## src/rtl/tl_pkg.sv

```systemverilog
// tl_pkg: lamp codes, FSM state codes and dwell-counter
// sizing shared by the timed traffic-light controller.
package tl_pkg;

  typedef enum logic [1:0] {
    GREEN  = 2'b00,
    YELLOW = 2'b01,
    LEFT   = 2'b10,
    RED    = 2'b11
  } lamp_t;

  typedef enum logic [2:0] {
    A_GRN  = 3'd0,
    A_YEL1 = 3'd1,
    A_LFT  = 3'd2,
    A_YEL2 = 3'd3,
    B_GRN  = 3'd4,
    B_YEL1 = 3'd5,
    B_LFT  = 3'd6,
    B_YEL2 = 3'd7
  } state_t;

  function automatic int max3(
    input int a,
    input int b,
    input int c
  );
    int m;
    m = a;
    if (b > m) m = b;
    if (c > m) m = c;
    return m;
  endfunction

  function automatic int cnt_w(
    input int y,
    input int m,
    input int x
  );
    return $clog2(max3(y, m, x) + 1);
  endfunction

endpackage

```

## src/rtl/tl_cntr_timed.sv

```systemverilog
// tl_cntr_timed: two-road traffic light with left-turn
// phases, timed yellow and min/max green dwell.
module tl_cntr_timed
  import tl_pkg::*;
#(
  parameter int YEL_CYC   = 2,
  parameter int MIN_GRN   = 3,
  parameter int MAX_GRN   = 8,
  parameter int SKIP_LEFT = 1
) (
  input  logic       clk,
  input  logic       reset_n,
  input  logic       Ta,
  input  logic       Tal,
  input  logic       Tb,
  input  logic       Tbl,
  output logic [1:0] La,
  output logic [1:0] Lb,
  output logic [2:0] phase
);

  localparam int CMAX = max3(YEL_CYC, MIN_GRN, MAX_GRN);
  localparam int CW   = cnt_w(YEL_CYC, MIN_GRN, MAX_GRN);

  localparam logic [CW-1:0] CNT_MAX = CW'(CMAX);
  localparam logic [CW-1:0] MIN_END = CW'(MIN_GRN - 1);
  localparam logic [CW-1:0] YEL_END = CW'(YEL_CYC - 1);
  localparam logic [CW-1:0] MAX_END =
    CW'((MAX_GRN == 0) ? 0 : MAX_GRN - 1);

  localparam bit HAS_TMO = (MAX_GRN != 0);
  localparam bit SKIP    = (SKIP_LEFT != 0);

  if (YEL_CYC < 1) begin : g_bad_yel
    $error("tl_cntr_timed: YEL_CYC must be >= 1");
  end
  if (MIN_GRN < 1) begin : g_bad_min
    $error("tl_cntr_timed: MIN_GRN must be >= 1");
  end
  if (MAX_GRN != 0 && MAX_GRN < MIN_GRN) begin : g_bad_max
    $error("tl_cntr_timed: MAX_GRN must be 0 or >= MIN_GRN");
  end

  state_t        state;
  state_t        state_nx;
  logic [CW-1:0] cnt;
  logic          done_min;
  logic          tmo;
  logic          yel_end;

  assign done_min = (cnt >= MIN_END);
  assign tmo      = HAS_TMO && (cnt == MAX_END);
  assign yel_end  = (cnt == YEL_END);

  always_ff @(posedge clk or negedge reset_n) begin
    if (!reset_n) begin
      state <= A_GRN;
      cnt   <= '0;
    end else begin
      state <= state_nx;
      if (state_nx != state) begin
        cnt <= '0;
      end else if (cnt != CNT_MAX) begin
        cnt <= cnt + CW'(1);
      end
    end
  end

  // Sensors only matter on the edge that decides an exit.
  always_comb begin
    state_nx = state;
    unique case (state)
      A_GRN: begin
        if (done_min && (!Ta || tmo)) state_nx = A_YEL1;
      end
      A_YEL1: begin
        if (yel_end) begin
          if (Tal || !SKIP) state_nx = A_LFT;
          else              state_nx = B_GRN;
        end
      end
      A_LFT: begin
        if (done_min && (!Tal || tmo)) state_nx = A_YEL2;
      end
      A_YEL2: begin
        if (yel_end) state_nx = B_GRN;
      end
      B_GRN: begin
        if (done_min && (!Tb || tmo)) state_nx = B_YEL1;
      end
      B_YEL1: begin
        if (yel_end) begin
          if (Tbl || !SKIP) state_nx = B_LFT;
          else              state_nx = A_GRN;
        end
      end
      B_LFT: begin
        if (done_min && (!Tbl || tmo)) state_nx = B_YEL2;
      end
      B_YEL2: begin
        if (yel_end) state_nx = A_GRN;
      end
      default: state_nx = A_GRN;
    endcase
  end

  always_comb begin
    La = RED;
    Lb = RED;
    unique case (state)
      A_GRN:          La = GREEN;
      A_YEL1, A_YEL2: La = YELLOW;
      A_LFT:          La = LEFT;
      B_GRN:          Lb = GREEN;
      B_YEL1, B_YEL2: Lb = YELLOW;
      B_LFT:          Lb = LEFT;
      default: begin
        La = RED;
        Lb = RED;
      end
    endcase
  end

  assign phase = state;

endmodule

```

## config.mk

```make
export PLATFORM = sky130hd
export DESIGN_NAME = tl_cntr_timed
export DESIGN_NICKNAME = d
export VERILOG_FILES = /design/src/rtl/tl_pkg.sv /design/src/rtl/tl_cntr_timed.sv
export SDC_FILE = /design/constraint.sdc
export NUM_CORES = 1
export LEC_CHECK = 0
export ABC_AREA = 1
export CAP_MARGIN = 20
export CORE_AREA = 3 3 40 42
export CTS_CLUSTER_SIZE = 28
export DETAILED_ROUTE_END_ITERATION = 12
export DIE_AREA = 0 0 43 45
export PLACE_DENSITY = 0.67
export SLEW_MARGIN = 20
export SYNTH_ARGS = -nofsm -noshare
export SYNTH_HDL_FRONTEND = slang
export SYNTH_SLANG_ARGS = --single-unit
```

## constraint.sdc

```tcl
create_clock -name clk -period 1.6 [get_ports clk]
set_clock_uncertainty 0.15 [all_clocks]
set_input_delay 0.32 -clock clk [delete_from_list [all_inputs] [get_ports clk]]
set_output_delay 0.32 -clock clk [all_outputs]
set_load 0.01 [all_outputs]
```

==> results by group <==
Global routing
  – Grt ovf: 0
  – First-pass GRT wire length: 1.99 mm
  – Initial antenna violation count: 0
  – Overall global routing resource usage: 13.4%
  – Vias in the first global route: 527
  – Largest net degree at the start of global routing: 8

Critical path
  – Critical Path, Cell by Cell: inv_2, nand2_2, nand2_1, clkdlybuf4s15_1
  – Worst path buffer plus inverter count: 2
  – Reg2reg start: cnt[1]$_DFFE_PN0P_
  – Reg-to-reg slack, setup: 0.08 ns
  – Crit-path max FO: 5
  – WP data arrival: 1.05 ns
  – Max stage delay cell, worst path: dfrtp_1
  – R2R depth: 8
  – Worst Path Required: 1.13 ns
  – Critical path class: reg2out
  – Slowest stage delay, CP: 0.38 ns
  – Worst r2r dst: cnt[2]$_DFFE_PN0P_
  – Worst setup SP type: register
  – Critical Path End Type: primary output
  – CP top delay family: flip-flops

Logic synthesis
  – Sequential fraction of the synthesis area: 32.9%
  – Post-Syn Nets: 83
  – Netlist cell types: 18
  – Synthesized area: 532 sq um
  – #FFs+latches synth: 7
  – Avg Cell Area, Syn: 7.28 sq um
  – Synth area leader: dfrtp_1
  – Number of synthesis warnings: 0
  – Yosys top cell area share: 32.9%
  – Synthesized instance count: 73
  – Top cells by area, synth: dfrtp_1 (33%), nand2_1 (12%), ha_1 (9.4%)

Pwr
  – P_leak: 0.405 nW
  – Sw Share: 45.4%
  – Total power: 0.00150 W
  – Cell Int Power: 0.000818 W
  – Worst VDD drop: 0.000935 V
  – Switching power: 0.000679 W
  – Register share of total power: 24.0%
  – Comb pwr share: 66.2%
  – Pwr dens: 1950 nW/um^2
  – Clk pwr share: 9.8%

Final layout
  – Antenna fix cells: 0
  – Non-filler cells, final: 115
  – Area growth, synth to finish: 44.2%
  – Utilization after layout: 59.7%
  – Layout Nets: 111
  – Finished layout cell area: 767 sq um
  – Layout cells sized above 1: 31.0%

Timing
  – Tmin final: 1.52 ns
  – Worst rel slew slack: 80.9%
  – Final setup fails: 0
  – RSZ-0062 raised after global routing: true
  – Slew @ Worst Pin: 0.285 ns
  – Tcrit/Tclk final: 95.3%
  – Setup ws final: 0.0758 ns
  – Fin. Hold Viols: 0
  – Slew Limit Fails: 0
  – Fmax: 656 MHz

Detailed routing
  – Final WL: 1.15 mm
  – Via Count: 546
  – Post-DR vias/cell: 4.75
  – DR iter-0 viols: 14
  – Drt drc: 0
  – Wirelength per Cell: 9.98 um
  – First-pass DRT Iterations: 4
  – ANT nets after route: 0

Placed design
  – Routability Congestion: 0.824
  – DP Area: 723 sq um
  – Port Buffers: 12
  – Cells after DPL: 107
  – Setup Slack @ Placement: 0.00423 ns
  – Dpl hpwl: 996 um

Die
  – Die area: 1940 sq um
  – Die X-Extent: 43 um
  – I/O pin count: 13
  – Initial Util: 41.4%
  – Die Ht: 45 um
  – Area of the core: 1280 sq um
  – # rows: 13

Clocking
  – CTS sink count: 7
  – Reg clk slew, reported paths: 0.05 ns
  – CTS root buf: clkbuf_4
  – Clock Path Buffers: 2
  – CTS tree: done
  – CTS buffer count: 3
  – H-tree levels: 1
  – Later-pin clock latency in the skew report: 0.24 ns

Hold path
  – HP Class: in2async

Run
  – Max Cap Viol: 0

Outcome
  – Status: completed
## worst reg2reg max path: stages, from the launching register on
cell and delay [ns]:
dfrtp_1 0.42, ha_2 0.23, nand3_4 0.09, nand2_1 0.06, nand2_1 0.05, nand2_1 0.06, o21ai_2 0.18, nand2_2 0.10
nor2_1 0.10
## state kept, by name (all words and copies together), names as in the netlist
| register | count |
|---|---|
| cnt | 4 |
| phase | 3 |
## cells by family after synthesis
logic type | Yosys count | share of synthesized area (%)
buffers and inverters | 11 | 7.76
DFF | 7 | 32.9
and+or+nand+nor | 42 | 38.1
adders and majority gates | 4 | 9.41
AOI/OAI and AO/OA | 6 | 6.82
xor gates and xnor gates | 3 | 4.94
## power groups by stage
stage	clock network [W]	registers [W]	logic (W)
2_1_floorplan	0	0.000383	0.000546
3_3_place_gp	0	0.000364	0.000970
3_5_place_dp	0	0.000364	0.000996
4_1_cts	0.000154	0.000358	0.000958
5_1_grt	0.000161	0.000377	0.00112
6_report	0.000147	0.000359	0.000991
## layout make-up
cell class                 instances  area (sq um)
fill                             128           518
multi-input combinational         55           318
tap                               15          18.8
sequential                         7           175
clock buffer                       4          26.3
timing repair buffer              23           188
inverter                          11          41.3
## synth_stat cells, drive strengths merged
| cell | n |
|---|---|
| a21oi | 2 |
| dfrtp | 7 |
| ha | 4 |
| inv | 11 |
| nand2 | 20 |
| nand3 | 8 |
| nand4 | 1 |
| nor2 | 11 |
| nor3 | 2 |
| o211ai | 1 |
| o21ai | 3 |
| xor2 | 3 |
## per-stage QoR
stage	hold slack [ns]	TNS (ns)
CTS	0.180	0
floorplan	-0.126	0
global route	0.179	-0.0639
global placement	0.433	0
finish	0.177	0
detailed placement	0.437	0
## worst max-delay path by stage
stage	slack (ns)	depth (start not counted)	start	endpoint
after global placement	0.03	4	phase[0]$_DFF_PN0_	Lb[1]
after global routing	-0.02	8	cnt[1]$_DFFE_PN0P_	cnt[0]$_DFFE_PN0P_
after floorplan	0.21	8	cnt[0]$_DFFE_PN0P_	cnt[0]$_DFFE_PN0P_
final	0.08	4	phase[0]$_DFF_PN0_	Lb[1]
after detailed placement	0.004	4	phase[0]$_DFF_PN0_	La[1]
after CTS	0.003	3	phase[2]$_DFF_PN0_	Lb[0]
## layout by cell type, fill, tap and decap left out
cell type	netlist	layout
clkdlybuf4s15_1	0	1
nand4_1	1	1
nor3_1	2	2
dfrtp_1	7	7
ha_2	0	1
clkdlybuf4s50_1	0	5
clkbuf_2	0	1
xor2_1	3	3
nand3_4	1	1
nand3_2	1	1
clkbuf_1	0	1
buf_2	0	1
nor2_1	9	9
o21ai_2	1	1
nand3_1	6	6
a21oi_1	2	2
o211ai_1	1	1
nor2_2	2	2
dlygate4sd2_1	0	4
inv_1	7	5
inv_2	4	6
nand2_2	3	3
ha_1	4	3
nand2_1	17	17
clkbuf_4	0	3
buf_4	0	11
o21ai_0	2	2
## routing by layer
layer  up-vias  global-route usage [%]  wire length, um
li1        287                       -                -
met1       247                    16.0              525
met2        10                    23.7              562
met3         2                   0.797               44
met4         0                    8.43               14
met5         -                       0                0
## what timing repair did
item	CTS	global route
endpoints found under the setup margin	7	10
hold buffers	0	0
setup buffers	1	3
gates resized for setup	9	7
pin swaps	0	3
Note: power is estimated with default switching activity, not from simulation.
